File: src/rtl/uart_pkg.sv
// rtl/uart_pkg.sv - shared types and constants for the button-triggered UART sender
package uart_pkg;

  typedef enum logic [1:0] {IDLE, START, DATA, STOP} tx_state_e;

  localparam int DATA_BITS              = 8;
  localparam int DEFAULT_CLKS_PER_BIT   = 868;
  localparam int DEFAULT_DEBOUNCE_TICKS = 10;

endpackage

File: src/rtl/debouncer.sv
// rtl/debouncer.sv - 2-flop synchronizer, stability counter and rising-edge pulse
module debouncer #(
  parameter int TICKS = 10
) (
  input  logic clk,
  input  logic rst_n,
  input  logic din,
  output logic rise
);

  localparam int CNT_W = $clog2(TICKS + 1);

  logic             sync_1;
  logic             sync_2;
  logic             level;
  logic             level_q;
  logic [CNT_W-1:0] cnt;

  always_ff @(posedge clk or negedge rst_n) begin
    if (!rst_n) begin
      sync_1  <= 1'b0;
      sync_2  <= 1'b0;
      level   <= 1'b0;
      level_q <= 1'b0;
      cnt     <= '0;
    end else begin
      sync_1  <= din;
      sync_2  <= sync_1;
      level_q <= level;
      // Level only follows after TICKS consecutive mismatching cycles.
      if (sync_2 != level) begin
        if (cnt == CNT_W'(TICKS - 1)) begin
          level <= sync_2;
          cnt   <= '0;
        end else begin
          cnt <= cnt + CNT_W'(1);
        end
      end else begin
        cnt <= '0;
      end
    end
  end

  assign rise = level & ~level_q;

endmodule

File: src/rtl/uart_tx_button_sender.sv
// rtl/uart_tx_button_sender.sv - sends SW as one 8N1 frame per debounced BTN[1] press
module uart_tx_button_sender
  import uart_pkg::*;
#(
  parameter int CLKS_PER_BIT   = DEFAULT_CLKS_PER_BIT,
  parameter int DEBOUNCE_TICKS = DEFAULT_DEBOUNCE_TICKS
) (
  input  logic       CLK,
  input  logic       RST_N,
  input  logic [4:0] BTN,
  input  logic [7:0] SW,
  input  logic       UART_RXD,
  output logic       UART_TXD,
  output logic [7:0] LED,
  output logic       done
);

  localparam int BAUD_W = $clog2(CLKS_PER_BIT);
  localparam logic [2:0] LAST_BIT = 3'(DATA_BITS - 1);

  tx_state_e              state;
  logic [BAUD_W-1:0]      baud_cnt;
  logic [2:0]             bit_cnt;
  logic [DATA_BITS-1:0]   shift;
  logic                   send_req;
  logic                   baud_last;
  logic                   unused_inputs;

  assign unused_inputs = ^{BTN[4:2], BTN[0], UART_RXD};

  debouncer #(
    .TICKS (DEBOUNCE_TICKS)
  ) u_debouncer (
    .clk   (CLK),
    .rst_n (RST_N),
    .din   (BTN[1]),
    .rise  (send_req)
  );

  assign baud_last = (baud_cnt == BAUD_W'(CLKS_PER_BIT - 1));

  always_ff @(posedge CLK or negedge RST_N) begin
    if (!RST_N) begin
      state    <= IDLE;
      baud_cnt <= '0;
      bit_cnt  <= '0;
      shift    <= '0;
      UART_TXD <= 1'b1;
      LED      <= '0;
      done     <= 1'b0;
    end else begin
      done <= 1'b0;
      case (state)
        IDLE: begin
          UART_TXD <= 1'b1;
          if (send_req) begin
            shift    <= SW;
            LED      <= SW;
            UART_TXD <= 1'b0;
            baud_cnt <= '0;
            state    <= START;
          end
        end
        START: begin
          if (baud_last) begin
            baud_cnt <= '0;
            UART_TXD <= shift[0];
            state    <= DATA;
          end else begin
            baud_cnt <= baud_cnt + BAUD_W'(1);
          end
        end
        DATA: begin
          if (baud_last) begin
            baud_cnt <= '0;
            shift    <= shift >> 1;
            bit_cnt  <= bit_cnt + 3'd1;
            // shift[1] is the next bit because the shift lands this same edge.
            if (bit_cnt == LAST_BIT) begin
              UART_TXD <= 1'b1;
              state    <= STOP;
            end else begin
              UART_TXD <= shift[1];
            end
          end else begin
            baud_cnt <= baud_cnt + BAUD_W'(1);
          end
        end
        STOP: begin
          if (baud_last) begin
            baud_cnt <= '0;
            done     <= 1'b1;
            state    <= IDLE;
          end else begin
            baud_cnt <= baud_cnt + BAUD_W'(1);
          end
        end
        default: begin
          UART_TXD <= 1'b1;
          state    <= IDLE;
        end
      endcase
    end
  end

endmodule

File: config.mk
export PLATFORM = sky130hd
export DESIGN_NAME = uart_tx_button_sender
export DESIGN_NICKNAME = d
export VERILOG_FILES = /design/src/rtl/uart_pkg.sv /design/src/rtl/debouncer.sv /design/src/rtl/uart_tx_button_sender.sv
export SDC_FILE = /design/constraint.sdc
export NUM_CORES = 1
export LEC_CHECK = 0
export CAP_MARGIN = 20
export CELL_PAD_IN_SITES_DETAIL_PLACEMENT = 1
export CELL_PAD_IN_SITES_GLOBAL_PLACEMENT = 2
export CORE_UTILIZATION = 38
export DETAILED_ROUTE_END_ITERATION = 8
export DONT_BUFFER_PORTS = 1
export PLACE_DENSITY_LB_ADDON = 0.1
export SLEW_MARGIN = 15
export SYNTH_ARGS = -nofsm -noshare
export SYNTH_HDL_FRONTEND = slang
export SYNTH_SLANG_ARGS = --single-unit
File: constraint.sdc
create_clock -name CLK -period 2.05 [get_ports CLK]
set_input_delay 0.41 -clock CLK [delete_from_list [all_inputs] [get_ports CLK]]
set_output_delay 0.41 -clock CLK [all_outputs]
set_load 0.02 [all_outputs]
* Yosys cells after proc, flatten, opt, wreduce, memory -nomap -nowiden
Cells that the tools add are included.
** Word-level totals
- Register bits :: 41
- Bits of input ports :: 16
- Output and inout bits :: 10
- Word-level logic and storage cells :: 60
** Operators by class
- Add/sub/neg operators :: 3
- Equal/unequal tests :: 12
- Multiplexer cells :: 21
- Bitwise gates (word level) :: 2
- Reductions and logical operators :: 10
** Operators by type and width (count)
- two-way mux 10 bit :: 2
- one-hot mux 10 bit (2 select lines) :: 1
- two-way mux 8 bit :: 2
- one-hot mux 8 bit (2 select lines) :: 1
- adder 10 x 1 -> 10 bit (second input constant) :: 1
- == test 10 bit (second input constant) :: 1
- two-way mux 2 bit :: 5
- != test 2 bit (second input constant) :: 5
- two-way mux 4 bit :: 2
- one-hot mux 2 bit (4 select lines) :: 1
- two-way mux 1 bit :: 6
- AND reduction 2 bit :: 3
- AND reduction 3 bit :: 2
- AND reduction 5 bit :: 1
- adder 4 x 1 -> 4 bit (second input constant) :: 1
- == test 2 bit (second input constant) :: 2
- == test 4 bit (second input constant) :: 1
- adder 3 x 1 -> 3 bit (second input constant) :: 1
- == test 3 bit (second input constant) :: 1
- one-hot mux 1 bit (3 select lines) :: 1
- nonzero test 3 bit :: 1
- OR reduction 3 bit :: 1
- == test 2 x 1 -> 1 bit (second input constant) :: 1
- logical NOT 2 bit :: 1
- 4 further kinds :: 4

* Logic depth before layout (Yosys ltp)
- Depth after elaboration :: 4
- Gate-level depth with buffers :: 8
- Depth with buffers taken out :: 6

* By module
A second synthesis with hierarchy kept.
** Unflattened totals
- Cells, all modules :: 166
- Area, all modules :: 2031.9 µm²
** By module, submodules not included
- uart_tx_button_sender :: times used 1, cells an instance 143, area each 1711.6 µm², seq. area each 827.0 µm²
- debouncer :: times used 1, cells an instance 23, area each 320.3 µm², seq. area each 200.2 µm²

* Worst setup path before layout
OpenSTA, ideal clock, no wires.
- Path type :: register to register
- Start point :: reg state[0]
- End point :: reg shift[0]
- Setup time :: 0.125 ns
- Data arrival time :: 1.991 ns
- Required time :: 1.925 ns
- Slack :: -0.066 ns
- Cell stages (with the launch flop) :: 9
- Buffers on the path :: 2
- Period minus slack after synthesis :: 2.116 ns
- Cells stage by stage :: dfrtp_1 > inv_1 > ha_1 > inv_1 > or4_1 > buf_2 > a21o_1 > buf_6 > mux2_4
** On the way
- Longest elaborated chain between the ends :: 3
- Elaborated cells between the ends (all ways) :: 7
- Those cells by class :: 3 x eq/ne; 1 x mux; 3 x reduce/logical
** RTL lines
- from (decl) :: RTL line uart_tx_button_sender.sv:21 : tx_state_e state;
- from (signal assigned) :: RTL line uart_tx_button_sender.sv:44 : state <= IDLE;
- from (signal assigned) :: RTL line uart_tx_button_sender.sv:61 : state <= START;
- from (signal assigned) :: RTL line uart_tx_button_sender.sv:68 : state <= DATA;
- == test 2 bit or logical NOT 2 bit (tied branches) :: RTL line uart_tx_button_sender.sv:53 : case (state)
- != test 2 bit (no source line) or nonzero test 2 bit (tied branches)
- AND reduction 3 bit (no source line)
- to (signal assigned) :: RTL line uart_tx_button_sender.sv:76 : shift <= shift >> 1;
- to (decl) :: RTL line uart_tx_button_sender.sv:24 : logic [DATA_BITS-1:0] shift;
Several ways; a longest one is shown, not always the timed one.
A chain may end at the register's enable or synchronous reset.

* Final worst setup path
- Start point :: reg baud_cnt[4]
- End point :: reg shift[5]
** On the way
- Longest elaborated chain between the ends :: 3
** RTL lines
- from (decl) :: RTL line uart_tx_button_sender.sv:22 : logic [BAUD_W-1:0] baud_cnt;
- from (signal assigned) :: RTL line uart_tx_button_sender.sv:70 : baud_cnt <= baud_cnt + BAUD_W'(1);
- from (signal assigned) :: RTL line uart_tx_button_sender.sv:86 : baud_cnt <= baud_cnt + BAUD_W'(1);
- from (signal assigned) :: RTL line uart_tx_button_sender.sv:95 : baud_cnt <= baud_cnt + BAUD_W'(1);
- == test 10 bit :: RTL line uart_tx_button_sender.sv:40 : assign baud_last = (baud_cnt == BAUD_W'(CLKS_PER_BIT - 1));
- != test 2 bit (no source line)
- AND reduction 3 bit (no source line)
Every way passes these cells.

==> impl_metrics.toml <==
[cts]
clockBufferDepth = 2
tritoncts.num_buffers = 5
clock_sinks = 41
path_clk_slew_ns = 0.08
cts_tree = "built"
cts_root_buf = "clkbuf_8"
cts_htree_levels = 2
insertion_delay_ns = 0.28
post-cts-setup-buffer-count = 0

[die]
die_x_um = 74.4
io-pin-count = 26
die_area_sq_um = 5530
initial_core_util_pct = 40.8
core_area_sq_um = 4880
die_h_um = 74.4
rows = 25

[placement]
gp_congestion = 0.793
dp_slack_ns = -0.0459
place_area_sq_um = 2190
dp_cells = 242
port_buffers = 0
hpwlAfterDp_um = 2820

[worst_hold_path]
hold_class = "primary input to flip-flop"

[detailed_routing]
ant_nets = 0
viasPerCell = 5.02
drc = 0
drt_wl_total_um = 3890
drt-initial-drc-count = 61
vias = 1266
drtPass1Iterations = 4
wl_per_cell_um = 15.4

[layout]
layout.nets = 210
fin_cells = 252
area_growth_pct = 18.0
design_area_sq_um = 2350
antenna_cells = 0
drive_above_1_share_pct = 33.0
fin_util_pct = 48.1

[power]
power-per-cell-area_nw_per_um2 = 1320
p_seq_share_pct = 40.3
p_int_mw = 2.09
power_frac_clock_pct = 21.3
p_sw_mw = 1.01
switching_share_pct = 32.6
power_mw = 3.11
leakagePower_nw = 1.06
power_frac_comb_pct = 38.4
ir_drop_mv = 0.529

[yosys]
syn-num-nets = 189
ys_top_cells_by_count = "dfrtp_1 (40), mux2_2 (20), nor2_1 (14)"
synth-warning-count = 0
synth-edff-count = 0
synth_area_sq_um = 1990
syn-mean-instance-area_sq_um = 12.2
ys_top_cells_by_area = "dfrtp_1 (50%), mux2_2 (11%), ha_1 (6.3%), mux2_4 (6.0%), xnor2_1 (4.0%)"
synth-seq-cells = 41
synth_ff_type = "dfrtp_1"
ys_types = 36
synth_most_common_cell = "dfrtp_1"
synth_top_area_share_pct = 50.3
synth_area_leader_cell = "dfrtp_1"
yosysSeqAreaShare_pct = 51.6
async_reset_ff_share_pct = 100
synthCells = 163

[job]
maxCapViolCount = 0

[sta]
slew_violations = 0
tns_ns = 0
max_freq_ghz = 0.510
hold_slack_ns = 0.155
setup_viol_count_final = 0
worst_pin_slew_ns = 0.485
clock_skew_ns = 0.00761
setup_ws_ns = 0.0904
slew_headroom_pct = 66.8
fin_crit_sh_pct = 95.6
hold_viol = 0
grt_setup_unrepaired = "no"
min_period_ns = 1.96

[setup_path]
endpoint_kind = "flip-flop"
cp.required_ns = 2.22
critPathKind = "flip-flop to flip-flop"
worstPathArrival_ns = 2.13
startpoint_type = "flip-flop"
cp_max_fo = 8

[global_route]
grt_pass1_wl_um = 6540
overflow = 0
first_global_vias = 1379
grt.total_usage_pct = 15.9
grt_start_max_net_pins = 42
grt_antenna_before_repair = 0

[run_status]
outcome = "finished, final reports clean"
## logic make-up after synthesis
group,synth area share (%)
AOI/OAI and AO/OA,6.29
xor gates and xnor gates,4.84
adders and majority gates,6.29
buffers and inverters,2.51
DFF,51.6
muxes,18.4
and+or+nand+nor,10.1
## layout make-up
| cell class | instances | area (sq um) |
|---|---|---|
| timing repair buffer | 19 | 158 |
| multi-input combinational | 111 | 941 |
| inverter | 6 | 22.5 |
| tap | 67 | 83.8 |
| clock buffer | 7 | 86.3 |
| sequential | 41 | 1030 |
| fill | 539 | 2530 |
| clock inverter | 1 | 30.0 |
## worst max-delay path, cell delays in order (launching register included)
cell and delay (ns):
dfrtp_1 0.39, or3_1 0.42, or4_4 0.45, a21o_4 0.28, mux2_4 0.31
## state kept, by name, indices dropped and copies added (netlist names)
name and count:
u_debouncer.level 1, UART_TXD 1, done 1, shift 8
u_debouncer.sync_1 1, LED 8, baud_cnt 10, u_debouncer.sync_2 1
state 2, u_debouncer.cnt 4, bit_cnt 3, u_debouncer.level_q 1
## placed cells by master (no fill, tap or decap), types with 3 or more instances in the layout
master,count
a211oi_1,3
a21oi_1,3
buf_4,17
clkbuf_8,6
dfrtp_1,40
ha_1,8
inv_1,5
mux2_2,20
mux2_4,8
nand2_1,10
nand3_1,4
nor2_1,14
o21ai_0,4
xnor2_1,9
## per-layer routing
layer / track usage [%] / up-vias / wire [um]
met5: 0 / - / 0
met4: 5.66 / 0 / 41
met3: 3.79 / 5 / 111
met2: 25.6 / 16 / 1900
met1: 20.9 / 641 / 1840
li1: - / 604 / -
## power by group through the flow
stage	logic [mW]	registers (mW)	clock network, mW
floorplan	0.849	1.24	0
global placement	1.13	1.25	0
detailed placement	1.17	1.27	0
CTS	1.20	1.25	0.685
global route	1.32	1.28	0.719
finish	1.19	1.25	0.661
## final timing paths
kind                            slack [ns]                          from  cells past startpoint                            to
worst max-delay path                  0.09       baud_cnt[4]$_DFFE_PN0N_                      4          shift[5]$_DFFE_PN0P_
worst min-delay path                  0.16                        BTN[1]                      0  u_debouncer.sync_1$_DFF_PN0_
worst max register to register        0.09       baud_cnt[4]$_DFFE_PN0N_                      4          shift[5]$_DFFE_PN0P_
worst min register to register        0.36  u_debouncer.sync_1$_DFF_PN0_                      0  u_debouncer.sync_2$_DFF_PN0_
max in group asynchronous             1.20                         RST_N                      2          UART_TXD$_DFFE_PN1P_
min in group asynchronous             0.59                         RST_N                      2       baud_cnt[2]$_DFFE_PN0N_
## timing repair
action	CTS	global route
hold buffers	2	0
endpoints found under the hold margin	41	0
gates resized for setup	1	4
endpoints found under the setup margin	8	9
pin swaps	0	1
No activity file was read; power rests on OpenSTA's default activity.
